**src/rtl/ahb_ext_mem_bridge_pkg.sv**
```systemverilog
// ---------------------------------------------------------------------------
// ahb_ext_mem_bridge_pkg
//   Shared types and helpers for the AHB-Lite external-memory bridge.
//   - HTRANS encodings (IDLE/BUSY/NONSEQ/SEQ)
//   - ext_bridge_state_t: bridge FSM states
//   - xfer_bad(): size / alignment legality check for a captured transfer
// ---------------------------------------------------------------------------
package ahb_ext_mem_bridge_pkg;

  localparam logic [1:0] HTRANS_IDLE   = 2'b00;
  localparam logic [1:0] HTRANS_BUSY   = 2'b01;
  localparam logic [1:0] HTRANS_NONSEQ = 2'b10;
  localparam logic [1:0] HTRANS_SEQ    = 2'b11;

  typedef enum logic [2:0] {
    IDLE     = 3'd0,
    REQ      = 3'd1,
    WAIT_RSP = 3'd2,
    DONE     = 3'd3,
    ERR1     = 3'd4,
    ERR2     = 3'd5
  } ext_bridge_state_t;

  // A transfer is illegal when it is wider than the bus or when the address
  // is not a multiple of the transfer size. Only the low three address bits
  // matter for buses of up to 64 bits.
  function automatic logic xfer_bad(input logic [2:0] size,
                                    input logic [2:0] max_size,
                                    input logic [2:0] addr_lo);
    logic [2:0] mask;
    case (size)
      3'd0:    mask = 3'b000;
      3'd1:    mask = 3'b001;
      3'd2:    mask = 3'b011;
      default: mask = 3'b111;
    endcase
    xfer_bad = (size > max_size) || ((addr_lo & mask) != 3'b000);
  endfunction

endpackage

```
**src/rtl/ahb_ext_mem_bridge_timeout.sv**
```systemverilog
// ---------------------------------------------------------------------------
// ext_bridge_timeout
//   Data-phase timeout counter for the external-memory bridge.
//   Ports:
//     clk, rst_n : clock, asynchronous active-low reset
//     clr        : clear the count (takes priority over en)
//     en         : count this cycle
//     hit        : terminal count; asserted in the cycle whose increment
//                  brings the count to TIMEOUT. TIMEOUT=0 never hits.
// ---------------------------------------------------------------------------
module ext_bridge_timeout #(
  parameter int TIMEOUT = 255
) (
  input  logic clk,
  input  logic rst_n,
  input  logic clr,
  input  logic en,
  output logic hit
);

  localparam int W = (TIMEOUT > 0) ? $clog2(TIMEOUT + 1) : 1;

  logic [W-1:0] count;

  always_ff @(posedge clk or negedge rst_n) begin
    if (!rst_n) begin
      count <= '0;
    end else if (clr) begin
      count <= '0;
    end else if (en) begin
      count <= count + 1'b1;
    end
  end

  // With the count cleared on entry to REQ, the bridge leaves the data phase
  // for ERR1 after exactly TIMEOUT waiting cycles.
  assign hit = (TIMEOUT != 0) && en && (count == W'(TIMEOUT - 1));

endmodule

```
**src/rtl/ahb_ext_mem_bridge.sv**
```systemverilog
// ---------------------------------------------------------------------------
// ahb_ext_mem_bridge
//   AHB-Lite subordinate for the SoC external-memory region. Each legal
//   NONSEQ/SEQ transfer becomes one valid/ready request to an off-chip memory
//   agent; one transfer is outstanding at a time.
//   Ports:
//     HCLK, HRESETn       : clock, asynchronous active-low reset
//     HSELEXT..HWSTRB     : AHB-Lite bus inputs (address + data phase)
//     HRDATAEXT/HREADYEXT/HRESPEXT : registered subordinate response
//     mem_req_*           : request channel to the memory agent
//     mem_rsp_*           : single-cycle response pulse from the agent
//     state_dbg           : current FSM state (ext_bridge_state_t encoding)
//
//   Handshake: a request transfers on a rising edge where mem_req_valid and
//   mem_req_ready are both 1. Once raised, valid and the request fields stay
//   stable until that edge; the only exception is a timeout in REQ, which
//   withdraws valid. mem_rsp_valid is a one-cycle pulse with no back-pressure.
// ---------------------------------------------------------------------------
module ahb_ext_mem_bridge #(
  parameter int PA_BITS = 56,
  parameter int AHBW    = 64,
  parameter int TIMEOUT = 255
) (
  input  logic                 HCLK,
  input  logic                 HRESETn,
  input  logic                 HSELEXT,
  input  logic [PA_BITS-1:0]   HADDR,
  input  logic                 HWRITE,
  input  logic [2:0]           HSIZE,
  input  logic [1:0]           HTRANS,
  input  logic                 HREADY,
  input  logic [AHBW-1:0]      HWDATA,
  input  logic [AHBW/8-1:0]    HWSTRB,
  output logic [AHBW-1:0]      HRDATAEXT,
  output logic                 HREADYEXT,
  output logic                 HRESPEXT,
  output logic                 mem_req_valid,
  input  logic                 mem_req_ready,
  output logic                 mem_req_write,
  output logic [PA_BITS-1:0]   mem_req_addr,
  output logic [AHBW-1:0]      mem_req_wdata,
  output logic [AHBW/8-1:0]    mem_req_wstrb,
  input  logic                 mem_rsp_valid,
  input  logic [AHBW-1:0]      mem_rsp_rdata,
  input  logic                 mem_rsp_err,
  output logic [2:0]           state_dbg
);

  import ahb_ext_mem_bridge_pkg::*;

  localparam logic [2:0] MAX_SIZE = 3'($clog2(AHBW / 8));

  ext_bridge_state_t   state;
  logic [PA_BITS-1:0]  addr_q;
  logic                write_q;
  logic                stale;

  logic                capture;
  logic                cap_bad;
  logic                can_capture;
  logic                tmo_clr;
  logic                tmo_en;
  logic                tmo_hit;

  assign capture     = HSELEXT && HREADY &&
                       ((HTRANS == HTRANS_NONSEQ) || (HTRANS == HTRANS_SEQ));
  // The size only feeds the legality check, so it is not kept past capture.
  assign cap_bad     = xfer_bad(HSIZE, MAX_SIZE, HADDR[2:0]);
  // IDLE, DONE and ERR2 are the cycles in which HREADYEXT is 1.
  assign can_capture = (state == IDLE) || (state == DONE) || (state == ERR2);
  assign tmo_clr     = can_capture && capture && !cap_bad;
  assign tmo_en      = (state == REQ) || (state == WAIT_RSP);

  ext_bridge_timeout #(.TIMEOUT(TIMEOUT)) u_timeout (
    .clk   (HCLK),
    .rst_n (HRESETn),
    .clr   (tmo_clr),
    .en    (tmo_en),
    .hit   (tmo_hit)
  );

  // Write data and strobes are stable on HWDATA/HWSTRB throughout the wait
  // states, so they go straight to the agent instead of through a register.
  assign mem_req_addr  = addr_q;
  assign mem_req_write = write_q;
  assign mem_req_wdata = HWDATA;
  assign mem_req_wstrb = write_q ? HWSTRB : '0;
  assign state_dbg     = state;

  always_ff @(posedge HCLK or negedge HRESETn) begin
    if (!HRESETn) begin
      state         <= IDLE;
      HREADYEXT     <= 1'b1;
      HRESPEXT      <= 1'b0;
      HRDATAEXT     <= '0;
      mem_req_valid <= 1'b0;
      stale         <= 1'b0;
      addr_q        <= '0;
      write_q       <= 1'b0;
    end else begin
      // A response belonging to an abandoned request is dropped wherever it
      // lands; WAIT_RSP handles its own case below.
      if (mem_rsp_valid && stale && (state != WAIT_RSP)) begin
        stale <= 1'b0;
      end

      case (state)
        IDLE, DONE, ERR2: begin
          if (capture) begin
            addr_q    <= HADDR;
            write_q   <= HWRITE;
            HREADYEXT <= 1'b0;
            if (cap_bad) begin
              state    <= ERR1;
              HRESPEXT <= 1'b1;
            end else begin
              state         <= REQ;
              HRESPEXT      <= 1'b0;
              mem_req_valid <= 1'b1;
            end
          end else begin
            state     <= IDLE;
            HREADYEXT <= 1'b1;
            HRESPEXT  <= 1'b0;
          end
        end

        REQ: begin
          if (tmo_hit) begin
            state         <= ERR1;
            HRESPEXT      <= 1'b1;
            mem_req_valid <= 1'b0;
            // Accepted on the very edge it timed out: its response is owed.
            if (mem_req_ready) begin
              stale <= 1'b1;
            end
          end else if (mem_req_ready) begin
            state         <= WAIT_RSP;
            mem_req_valid <= 1'b0;
          end
        end

        WAIT_RSP: begin
          // A live response beats a timeout in the same cycle.
          if (mem_rsp_valid && !stale) begin
            if (mem_rsp_err) begin
              state    <= ERR1;
              HRESPEXT <= 1'b1;
            end else begin
              state     <= DONE;
              HREADYEXT <= 1'b1;
              HRESPEXT  <= 1'b0;
              if (!write_q) begin
                HRDATAEXT <= mem_rsp_rdata;
              end
            end
          end else if (tmo_hit) begin
            state    <= ERR1;
            HRESPEXT <= 1'b1;
            stale    <= 1'b1;
          end else if (mem_rsp_valid) begin
            stale <= 1'b0;
          end
        end

        ERR1: begin
          state     <= ERR2;
          HREADYEXT <= 1'b1;
          HRESPEXT  <= 1'b1;
        end

        default: begin
          state     <= IDLE;
          HREADYEXT <= 1'b1;
          HRESPEXT  <= 1'b0;
        end
      endcase
    end
  end

  // The agent may only respond to the outstanding request or to one that
  // was abandoned by a timeout.
  a_rsp_expected: assert property (@(posedge HCLK) disable iff (!HRESETn)
    mem_rsp_valid |-> ((state == WAIT_RSP) || stale));

endmodule

```
**config.mk**
```make
export PLATFORM = sky130hd
export DESIGN_NAME = ahb_ext_mem_bridge
export DESIGN_NICKNAME = d
export VERILOG_FILES = /design/src/rtl/ahb_ext_mem_bridge_pkg.sv /design/src/rtl/ahb_ext_mem_bridge_timeout.sv /design/src/rtl/ahb_ext_mem_bridge.sv
export SDC_FILE = /design/constraint.sdc
export NUM_CORES = 1
export LEC_CHECK = 0
export CORE_AREA = 2 2 157 159
export CTS_BUF_LIST = sky130_fd_sc_hd__clkbuf_2
export DETAILED_ROUTE_END_ITERATION = 6
export DIE_AREA = 0 0 159 161
export SLEW_MARGIN = 20
export SYNTH_ARGS = -nofsm -noshare
export SYNTH_HDL_FRONTEND = slang
export SYNTH_SLANG_ARGS = --single-unit
```
**constraint.sdc**
```tcl
create_clock -name HCLK -period 2.2 [get_ports HCLK]
set_clock_uncertainty 0.1 [all_clocks]
set_input_delay 0.44 -clock HCLK [delete_from_list [all_inputs] [get_ports HCLK]]
set_output_delay 0.44 -clock HCLK [all_outputs]
set_load 0.01 [all_outputs]
```
==> results, run 1 <==
- The initial antenna violation count is 4.
- After layout, the minimum clock period comes to 2.17 ns.
- The depth of the worst register-to-register path is 7.
- The number of register bits inferred by synthesis is 136.
- Of the total synthesized cell area, the portion taken by full adders, half adders and majority gates is 0.408%.
- Global routing consumed, over all layers together, 13.6% of the routing resources.
- The hold violation total from the final report came to 0.
- For this design the top-level I/O count stands at 404.
- The core utilization of the finished layout is 38.4%.
- Walking the worst path, the cells encountered are buf_6, buf_6, and2_4, buf_6.
- In this run the number of H-tree levels came out at 4.
- The detailed-route wire length is 17200 um.
- In this run the worst path has a maximum fanout of 4.
- The number of warning messages in the yosys log is 0.
- The clock net in this run drives a total of 136 sinks.
- The achievable clock frequency is 0.461 GHz.
- The post-place instance area is 0.00889 mm2.
- At the worst endpoint, the required time is 1.66 ns.
- The area share of the largest cell type after synthesis is 55.0%.
- The detail route stage leaves a number of antenna-violating nets equal to 0.
- The clock slew seen by the registers of the worst setup and hold paths is 0.25 ns.
- The share of synthesized area occupied by flip-flops and latches is 55.5%.
- Entering global routing, the biggest net connects 58 pins.
- The final instance count without filler cells is 1013.
- The HPWL after detailed placement is 12800 um.
- The number of buffers created by CTS is 17.
- The clock root buffer master is clkbuf_2.
- After routing, the total negative slack on setup checks comes to 0 ns.
- The congestion estimate from routability-driven global placement came to 0.783.
- The gate family responsible for the most delay along the worst path is flip-flops.
- The post-synthesis instance area is 0.00614 mm2.
- The main combinational cell family by area after synthesis is multiplexers.
- VDD sags by at most 0.542 mV.
- The starting density of the core is 25.6%.
- The maximum cell stage delay along the critical path is 0.48 ns.
- The area growth from synthesis to layout is 49.9%.
- The count of TritonRoute iterations in the first routing pass is 4.
- The finished cells cover 0.00920 mm2.
- The critical path buffer and inverter count is 3.
- The number of buffers inserted by port buffering is 274.
- In this run, placement finished with an instance count of 954.
- The number of setup violations in the final report is 0.
- The analysis attributes to cell leakage a power of 4.36 nW.
- After detailed routing, the number of remaining DRC violations is 0.
- The number of max-slew violations in the final report is 0.
- The area share of xor/xnor cells in the synthesized design is 1.28%.
- The number of antenna diodes is 0.
- The cell seen most often among critical-path stages is buf_6.
- The critical path runs through a total of 4 cells.
- Ranked by total cell area, the synthesized netlist is headed by dfrtp_1 55%, mux2_4 12%, mux2_2 12%.
- The mux cell area share after synthesis is 25.2%.
- The detailed-route wire length per cell is 17.0 um.
- The number of nets handed over by synthesis was 625.
- In the layout the commonest cells are 138 x clkdlybuf4s50_1, 131 x dfrtp_1, 124 x dlygate4sd2_1.
- TritonCTS built the clock tree.
- The flow ran to the end, and the final reports show no timing, DRC or antenna violations.
- The worst hold margin is 0.243 ns.
- For the worst setup path, the data arrival time is 1.63 ns.
- The via count of the first global-routing pass is 4851.
- The chip width is 159 um.
- The number of maximum-capacitance constraint violations is 0.
- The classification of the worst setup path is reg -> out.
- The worst path uses 98.7% of the clock period.
- The clock latency reported for the late side of the worst-skew pair is 0.68 ns.
- Measured against its own limit, the worst slew margin works out to 54.2%.
- The synthesized design spends more area on one cell type than any other, namely dfrtp_1.
- The number of stages on the worst hold path is 2.
- The slowest cell on the critical path is dfrtp_2.
- The synthesized netlist devotes 2.59% of its cell area to compound gates.
- The full die area is 0.0256 mm2.
- The transition at the pin with the smallest max-transition slack is 0.688 ns.
- The endpoint class of the critical path is a primary output.
- The worst hold path class is in -> reg.
- The first global-routing pass estimated 27000 um of wire.
- The most common cell after layout, fill and taps aside is clkdlybuf4s50_1.
- The largest buffer count on any clock path is 2.
- In this run the vertical extent of the chip is 161 um.
- Row generation in the floorplan step produced 57 rows.
- Cells with a size suffix above 1 make up 30.9% of the layout.
- Synthesis handed over a netlist of 418 instances.
- STA classifies the critical path startpoint as a flop.
- For this block, the initial DRC count from the detailed router was 138.
- The count of unique library cells instantiated by Yosys is 41.
- Dividing the synthesized area by the synthesized cell count gives 14.7 um2.
- The power density over cell area is 1200 mW/mm2.
- The mean number of vias per cell is 4.18.
- Setup repair after global routing could not meet its margin everywhere.
- The total area inside the core boundary comes to 0.0240 mm2.
- For this run, the post-layout net count is 883.
- The total via count after detailed routing is 4236.
- Of the total synthesized cell area, the portion taken by AND, OR, NAND and NOR gates is 3.89%.
- The leftover overflow at the end of global routing is 0.
area by class of cell:
cell class                      instances  area [um2]
Clock buffer                           17        85.1
Clock inverter                         15         140
Fill cell                            2335       14800
Inverter                                4        15.0
Multi-Input combinational cell        197        2080
Sequential cell                       136        3410
Tap cell                              324         405
Timing Repair Buffer                  320        3070
cells by family (layout without fill, tap and decap cells):
family          Yosys count  in the layout
simple gates             44             44
mux                     121            121
buf+inv                  85            356
flops                   136            136
compound gates           21             21
xor+xnor                  9              9
fa+ha+maj                 2              2
state kept, by name, indices dropped and copies added, names as in the netlist, 3 cells and up:
register,flops
mem_req_addr,56
u_timeout.count,8
state_dbg,3
HRDATAEXT,64
synth_stat cells (all sizes together):
master / n
dfrtp: 135
mux2: 121
buf: 80
nor2: 15
and2: 9
xnor2: 9
a21o: 5
inv: 4
nand2: 4
a211oi: 3
nand2b: 3
nor3: 3
a211o: 2
a21oi: 2
ha: 2
nand3: 2
nand3b: 2
nor2b: 2
o21ai: 2
a31oi: 1
clkbuf: 1
dfstp: 1
nand4: 1
nand4b: 1
nor3b: 1
nor4: 1
o21a: 1
o21ba: 1
o22ai: 1
o31ai: 1
o32a: 1
o32ai: 1
layer usage:
metal | up-vias | track usage [%] | routed length, um
met4 | 8 | 6.16 | 498
met1 | 2069 | 14.1 | 6330
li1 | 1891 | - | -
met5 | - | 0 | 46
met2 | 207 | 23.7 | 8790
met3 | 61 | 5.98 | 1540
power breakdown:
group	switching (mW)	leakage, nW	internal (mW)
clock network	1.05	0.130	0.428
registers	0.663	1.69	3.69
logic	2.12	2.54	3.09
path summary, 6_finish.rpt:
path / slack [ns] / to / startpoint
hold / removal: 0.24 / mem_req_write / HWRITE
max in group asynchronous: 0.37 / state_dbg[0] / HRESETn
setup / recovery: 0.03 / mem_req_wstrb[2] / mem_req_write
setup reg to reg: 0.13 / HRDATAEXT[20] / state_dbg[2]
hold reg to reg: 0.39 / HREADYEXT / HREADYEXT
min in group asynchronous: 0.58 / HRDATAEXT[7] / HRESETn
per-stage QoR:
step / total power [mW] / worst slack [ns]
6_report: 11.1 / 0.0287
5_1_grt: 11.8 / -0.163
2_1_floorplan: 7.02 / 0.338
3_3_place_gp: 10.0 / -0.252
4_1_cts: 11.2 / -0.118
3_5_place_dp: 10.2 / -0.293
repair_timing:
item | in CTS | in global routing
setup endpoints to repair | 135 | 32
hold endpoints to repair | 136 | 0
gates resized for setup | 184 | 4
buffers inserted | 24 | 0
hold buffers | 3 | 0
Note: power is estimated with default switching activity, not from simulation.
==> inputs of run 2 (changes only) <==
--- a/config.mk
+++ b/config.mk
@@ -9,6 +9,7 @@
 export CTS_BUF_LIST = sky130_fd_sc_hd__clkbuf_2
 export DETAILED_ROUTE_END_ITERATION = 6
 export DIE_AREA = 0 0 159 161
+export PLACE_DENSITY = 0.58
 export SLEW_MARGIN = 20
 export SYNTH_ARGS = -nofsm -noshare
 export SYNTH_HDL_FRONTEND = slang
==> results, run 2 (synthesized netlist as in run 1, its figures left out) <==
- The number of max-slew violations in the final report is 0 (unchanged).
- The hold violation total from the final report is 0 (unchanged).
- The register with the highest flop count was HRDATAEXT (unchanged).
- The mean number of vias per cell was 4.15 (was 4.18).
- Cells traversed along the worst timing path: buf_4, buf_4, o21ba_1, a211oi_4, buf_12, buf_12, mux2_4 (was buf_6, buf_6, and2_4, buf_6).
- The leftover overflow at the end of global routing is 0 (unchanged).
- The detailed-route wire length per cell is 16.6 um (was 17.0 um).
- The starting density of the core was 25.6% (unchanged).
- The total global routing track utilization is 13.1% (was 13.6%).
- The H-tree depth reported by CTS is 4 (unchanged).
- The gate family responsible for the most delay along the worst path is buffers and inverters (was flip-flops).
- The I/O pin count came to 404 (unchanged).
- The clock root buffer master is clkbuf_2 (unchanged).
- The flip-flop count of the largest register, all copies and words added came to 64 (unchanged).
- The cell row count was 57 (unchanged).
- The final worst-path cycle share is 94.0% (was 98.7%).
- The largest vdd supply drop came to 0.472 mV (was 0.542 mV).
- The maximum number of pins on one net before global-route repair was 52 (was 58).
- The tightest slew margin relative to the limit is 60.2% (was 54.2%).
- The final routed DRC violation total is 0 (unchanged).
- The total clock sinks came to 136 (unchanged).
- The number of nets with antenna violations after detailed routing is 0 (unchanged).
- The static leakage was 4.37 nW (was 4.36 nW).
- The placed cell count came to 960 (was 954).
- The sequential share of power was 39.2% (was 39.4%).
- The data arrival time at the worst-slack endpoint is 2.55 ns (was 1.63 ns).
- The startpoint type of the worst setup path was a flop (unchanged).
- RSZ-0062 raised after global routing: yes (unchanged).
- The net switching component of the power is 3.82 mW (was 3.84 mW).
- The reg-to-reg setup timing slack is 0.13 ns (about the same).
- The number of buffers inserted by port buffering is 274 (unchanged).
- The achievable clock frequency is 0.484 GHz (was 0.461 GHz).
- The detailed-route wire length is 16900 um (was 17200 um).
- The number of setup violations in the final report is 0 (unchanged).
- The CTS tree is yes (unchanged).
- The start of the worst register-to-register path is state_dbg[1] (was state_dbg[2]).
- The transition at the pin with the smallest max-transition slack is 0.592 ns (was 0.688 ns).
- The full die area is 0.0256 mm2 (unchanged).
- The area growth from synthesis to layout is 50.0% (was 49.9%).
- The power density over cell area is 1210 mW/mm2 (was 1200 mW/mm2).
- The chip width is 159 um (unchanged).
- The depth of the worst register-to-register path is 7 (unchanged).
- The share of cells above drive strength 1 is 32.0% (was 30.9%).
- The most common cell after layout, fill and taps aside was clkdlybuf4s50_1 (unchanged).
- Result of the run: completed (unchanged).
- The critical path buffer and inverter count is 4 (was 3).
- The placer congestion estimate is 0.842 (was 0.783).
- The half-perimeter wire length after detailed placement is 12900 um (was 12800 um).
- The endpoint class of the critical path is a flop (was primary output).
- The via count of the first global-routing pass is 4834 (was 4851).
- The combinational share of power is 46.7% (was 47.2%).
- The number of buffers created by CTS is 17 (unchanged).
- The launching instance or port of the critical path is state_dbg[1] (was mem_req_write).
- The number of maximum-capacitance constraint violations was 0 (unchanged).
- The clock latency reported for the late side of the worst-skew pair is 0.66 ns (was 0.68 ns).
- The clock network fraction of design power was 14.1% (was 13.4%).
- The highest fanout seen on the critical path was 16 (was 4).
- The number of DRC markers in iteration 0 came to 100 (was 138).
- The y dimension of the die is 161 um (unchanged).
- The worst hold margin is 0.151 ns (was 0.243 ns).
- The initial antenna violation count is 0 (was 4).
- The maximum cell stage delay along the critical path was 0.44 ns (was 0.48 ns).
- The count of TritonRoute iterations in the first routing pass is 5 (was 4).
- The worst hold path class is in -> async (was in -> reg).
- The final instance count without filler cells is 1015 (was 1013).
- The global-route wire length before repair came to 26400 um (was 27000 um).
- The slowest cell on the critical path is dfrtp_1 (was dfrtp_2).
- The largest buffer count on any clock path is 2 (unchanged).
- The final-stage net count is 885 (was 883).
- The final critical path time including I/O delays and setup came to 2.07 ns (was 2.17 ns).
- The classification of the worst setup path is reg -> reg (was reg -> out).
- The logic depth of the worst setup path including buffers came to 7 (was 4).
- The area of the core is 0.0240 mm2 (unchanged).
- The end of the worst register-to-register path is mem_req_addr[12] (was HRDATAEXT[20]).
- The clock slew seen by the registers of the worst setup and hold paths is 0.25 ns (about the same).
- Most used cells in the layout excluding fill and tap cells: 138 x clkdlybuf4s50_1, 132 x dfrtp_1, 121 x dlygate4sd2_1 (was 138 x clkdlybuf4s50_1, 131 x dfrtp_1, 124 x dlygate4sd2_1).
- The switching part of the total power is 34.3% (was 34.8%).
- The required arrival time at the worst endpoint was 2.68 ns (was 1.66 ns).
- The total via count after detailed routing was 4216 (was 4236).
- The internal portion of total power came to 7.31 mW (was 7.21 mW).
- The number of antenna diodes is 0 (unchanged).
-- run 2: changes by cell type in the layout (fill, tap and decap cells not counted), sizes merged --
cell	change
clkinv	+1
clkbuf	+2
buf	+4
dlygate4sd2	-3
inv	-2
clkdlybuf4s15	+1
bufinv	+1
dlygate4sd3	-1
dlymetal6s4s	-1
-- run 2: worst max path at each step --
| stage | to | slack [ns] |
|---|---|---|
| floorplan | mem_req_addr[10] | 0.34 |
| global placement | HRDATAEXT[15] | -0.24 |
| detailed placement | HRDATAEXT[15] | -0.22 |
| CTS | mem_req_wstrb[3] | -0.10 |
| global route | mem_req_wstrb[4] | -0.03 |
| finish | mem_req_addr[12] | 0.13 |
-- run 2: what timing repair did --
| action | CTS | global route |
|---|---|---|
| buffers inserted | 22 | 1 |
| endpoints found under the setup margin | 135 | 49 |
| pin swaps | 0 | 0 |
| gates resized for setup | 172 | 23 |
| endpoints found under the hold margin | 136 | 0 |
| hold buffers | 1 | 0 |
-- run 2: layer usage --
metal / wire length (um) / GRT usage [%] / up-vias
met1: 6010 / 13.5 / 2080
met2: 9050 / 23.9 / 207
met3: 1350 / 4.80 / 44
li1: - / - / 1885
met5: 0 / 0 / -
met4: 467 / 5.91 / 0
-- run 2: final cells by class --
class	count	area (um2)
clock buffer	17	85.1
clock inverter	15	169
fill	2376	14800
inverter	4	15.0
multi-input combinational	197	2080
sequential	136	3410
tap	324	405
timing repair buffer	322	3040
-- run 2: power by group through the flow --
| stage | Combinational (mW) | Sequential (mW) | Clock (mW) |
|---|---|---|---|
| 2_1_floorplan | 2.11 | 4.91 | 0 |
| 3_3_place_gp | 5.56 | 4.50 | 0 |
| 3_5_place_dp | 5.67 | 4.54 | 0 |
| 4_1_cts | 5.21 | 4.38 | 1.68 |
| 5_1_grt | 5.56 | 4.54 | 1.78 |
| 6_report | 5.20 | 4.37 | 1.56 |
-- run 2: per-stage QoR --
step / instance area, um2 / setup TNS [ns] / power, mW / setup slack, ns / util, %
floorplan: 6140 / 0 / 7.02 / 0.338 / -
global placement: 8900 / -13.82 / 10.1 / -0.239 / 37.1
detailed placement: 8900 / -12.61 / 10.2 / -0.223 / 37.1
CTS: 9140 / -0.390 / 11.3 / -0.100 / 38.1
global route: 9200 / -0.203 / 11.9 / -0.0300 / 38.4
finish: 9200 / 0 / 11.1 / 0.132 / 38.4
==> inputs of run 3 (changes only) <==
--- a/config.mk
+++ b/config.mk
@@ -5,11 +5,12 @@
 export SDC_FILE = /design/constraint.sdc
 export NUM_CORES = 1
 export LEC_CHECK = 0
-export CORE_AREA = 2 2 157 159
+export CORE_AREA = 2 2 158 160
 export CTS_BUF_LIST = sky130_fd_sc_hd__clkbuf_2
 export DETAILED_ROUTE_END_ITERATION = 6
-export DIE_AREA = 0 0 159 161
-export PLACE_DENSITY = 0.58
+export DIE_AREA = 0 0 160 162
+export DONT_BUFFER_PORTS = 1
+export PLACE_DENSITY = 0.36
 export SLEW_MARGIN = 20
 export SYNTH_ARGS = -nofsm -noshare
 export SYNTH_HDL_FRONTEND = slang
==> results, run 3 (synthesized netlist as in run 1, its figures left out) <==
- The transition at the pin with the smallest max-transition slack is 0.403 ns (was 0.592 ns).
- The clock root buffer master is clkbuf_2 (unchanged).
- The total via count after detailed routing is 3539 (was 4216).
- The endpoint class of the critical path is a flop (unchanged).
- Most used cells in the layout excluding fill and tap cells: 133 x dfrtp_1, 128 x dlygate4sd3_1, 63 x mux2_2 (was 138 x clkdlybuf4s50_1, 132 x dfrtp_1, 121 x dlygate4sd2_1).
- The I/O pin count was 404 (unchanged).
- The largest buffer count on any clock path is 2 (unchanged).
- The final routed DRC violation total is 0 (unchanged).
- The H-tree depth reported by CTS was 4 (unchanged).
- The number of nets with antenna violations after detailed routing came to 0 (unchanged).
- The achievable clock frequency came to 0.477 GHz (was 0.484 GHz).
- The register with the highest flop count is HRDATAEXT (unchanged).
- The CTS tree is yes (unchanged).
- The flip-flop count of the largest register, all copies and words added came to 64 (unchanged).
- The placer congestion estimate is 0.729 (was 0.842).
- The maximum cell stage delay along the critical path was 0.47 ns (was 0.44 ns).
- The worst hold margin is -0.719 ns (was 0.151 ns).
- The clock slew seen by the registers of the worst setup and hold paths is 0.27 ns (was 0.25 ns).
- The number of maximum-capacitance constraint violations is 0 (unchanged).
- The slack of the critical path was 0.103 ns (was 0.132 ns).
- The startpoint type of the worst setup path is a flop (unchanged).
- The required arrival time at the worst endpoint was 2.66 ns (was 2.68 ns).
- The slowest cell on the critical path is dfrtp_1 (unchanged).
- The worst hold path class is in -> async (unchanged).
- The area of the core is 0.0241 mm2 (was 0.0240 mm2).
- The detailed-route wire length is 16000 um (was 16900 um).
- The cell seen most often among critical-path stages is buf_4.
- The tightest slew margin relative to the limit is 73.1% (was 60.2%).
- The chip width came to 160 um (was 159 um).
- RSZ-0062 raised after global routing: no (was yes).
- The count of TritonRoute iterations in the first routing pass is 4 (was 5).
- The setup slack at placement was 0.0824 ns (was -0.223 ns).
- The post-route setup TNS is 0 ns (unchanged).
- The number of setup violations in the final report is 0 (unchanged).
- The total power is 9.31 mW (was 11.1 mW).
- The core utilization of the finished layout is 31.5% (was 38.4%).
- The static leakage was 3.33 nW (was 4.37 nW).
- Result of the run: complete, but fails checks (was completed).
- The number of buffers created by CTS is 17 (unchanged).
- The cell row count was 57 (unchanged).
- The data arrival time at the worst-slack endpoint is 2.56 ns (was 2.55 ns).
- The via count of the first global-routing pass came to 3966 (was 4834).
- The final critical path time including I/O delays and setup is 2.10 ns (was 2.07 ns).
- The leftover overflow at the end of global routing is 0 (unchanged).
- The highest fanout seen on the critical path is 22 (was 16).
- The classification of the worst setup path is reg -> reg (unchanged).
- The power density over cell area is 1230 mW/mm2 (was 1210 mW/mm2).
- The number of max-slew violations in the final report is 0 (unchanged).
- Cells traversed along the worst timing path: buf_4, o21ba_1, a211oi_4, buf_4, buf_6, mux2_4 (was buf_4, buf_4, o21ba_1, a211oi_4, buf_12, buf_12, mux2_4).
- The number of buffers inserted by port buffering was 0 (was 274).
- The post-place instance area was 0.00603 mm2 (was 0.00890 mm2).
- The maximum number of pins on one net before global-route repair is 137 (was 52).
- The share of cells above drive strength 1 was 32.5% (was 32.0%).
- The number of DRC markers in iteration 0 came to 141 (was 100).
- The area growth from synthesis to layout was 23.6% (was 50.0%).
- The clock latency reported for the late side of the worst-skew pair is 0.69 ns (was 0.66 ns).
- The y dimension of the die is 162 um (was 161 um).
- The detailed-route wire length per cell is 19.2 um (was 16.6 um).
- The full die area is 0.0259 mm2 (was 0.0256 mm2).
- The initial antenna violation count is 1 (was 0).
- The total global routing track utilization is 12.1% (was 13.1%).
- The final worst-path cycle share was 95.3% (was 94.0%).
- The total clock sinks was 136 (unchanged).
- The starting density of the core was 25.5% (was 25.6%).
- The largest vdd supply drop is 0.469 mV (was 0.472 mV).
- The global-route wire length before repair is 23800 um (was 26400 um).
- The half-perimeter wire length after detailed placement is 11100 um (was 12900 um).
- The final reports fail on negative hold slack.
- The most common cell after layout, fill and taps aside is dfrtp_1 (was clkdlybuf4s50_1).
- The mean number of vias per cell is 4.23 (was 4.15).
- The cell area after layout is 0.00759 mm2 (was 0.00920 mm2).
- The final-stage net count came to 705 (was 885).
- The hold violation total from the final report is 136 (was 0).
==> run 3: final cells by class <==
class	count	area (um2)
Sequential cell	136	3410
Clock inverter	14	149
Multi-Input combinational cell	197	2060
Clock buffer	18	90.1
Tap cell	324	405
Timing Repair Buffer	142	1460
Inverter	4	15.0
Fill cell	2448	16500
Antenna cell	1	2.50
==> run 3: per-stage QoR <==
stage | std cells | hold slack (ns)
floorplan | 418 | 0.0444
global placement | 673 | 0.0477
detailed placement | 673 | 0.0482
CTS | 832 | -0.813
global route | 836 | -0.847
finish | 836 | -0.719
==> run 3: critical path, delay by kind of cell, from the launching register on <==
| kind | cells | cell delay, ns |
|---|---|---|
| buf+inv | 3 | 0.65 |
| mux | 1 | 0.33 |
| compound gates | 2 | 0.41 |
| flops | 1 | 0.47 |
==> run 3: worst paths after layout <==
| kind | from | to | slack, ns | cells past startpoint |
|---|---|---|---|---|
| worst min-delay path | HRESETn | state_dbg[2] | -0.72 | 0 |
| worst max-delay path | state_dbg[2] | mem_req_addr[51] | 0.10 | 6 |
| max in group asynchronous | HRESETn | mem_req_addr[11] | 2.46 | 0 |
| worst max register to register | state_dbg[2] | mem_req_addr[51] | 0.10 | 6 |
| min in group HCLK | mem_rsp_valid | state_dbg[1] | 0.14 | 3 |
| worst min register to register | HREADYEXT | HREADYEXT | 0.43 | 2 |
==> run 3: layer usage <==
metal,GRT usage [%],vias to the layer above,routed length (um)
li1,-,1528,-
met1,13.0,1797,5990
met2,21.5,176,8470
met3,4.16,38,1100
met4,5.53,0,462
met5,0,-,0
==> run 3: repair_timing <==
item,in CTS,in global routing
endpoints found under the setup margin,1,60
gates resized for setup,1,3
hold buffers,127,1
hold endpoints to repair,266,137
pin swaps,0,1
setup buffers,0,1
cloned,0,1
==> run 3: power by group <==
group          switching [mW]  internal (mW)  leakage (nW)
Clock                    1.06          0.531         0.137
Sequential               1.59           3.70          1.69
Combinational           0.802           1.63          1.50
Total                    3.45           5.85          3.33
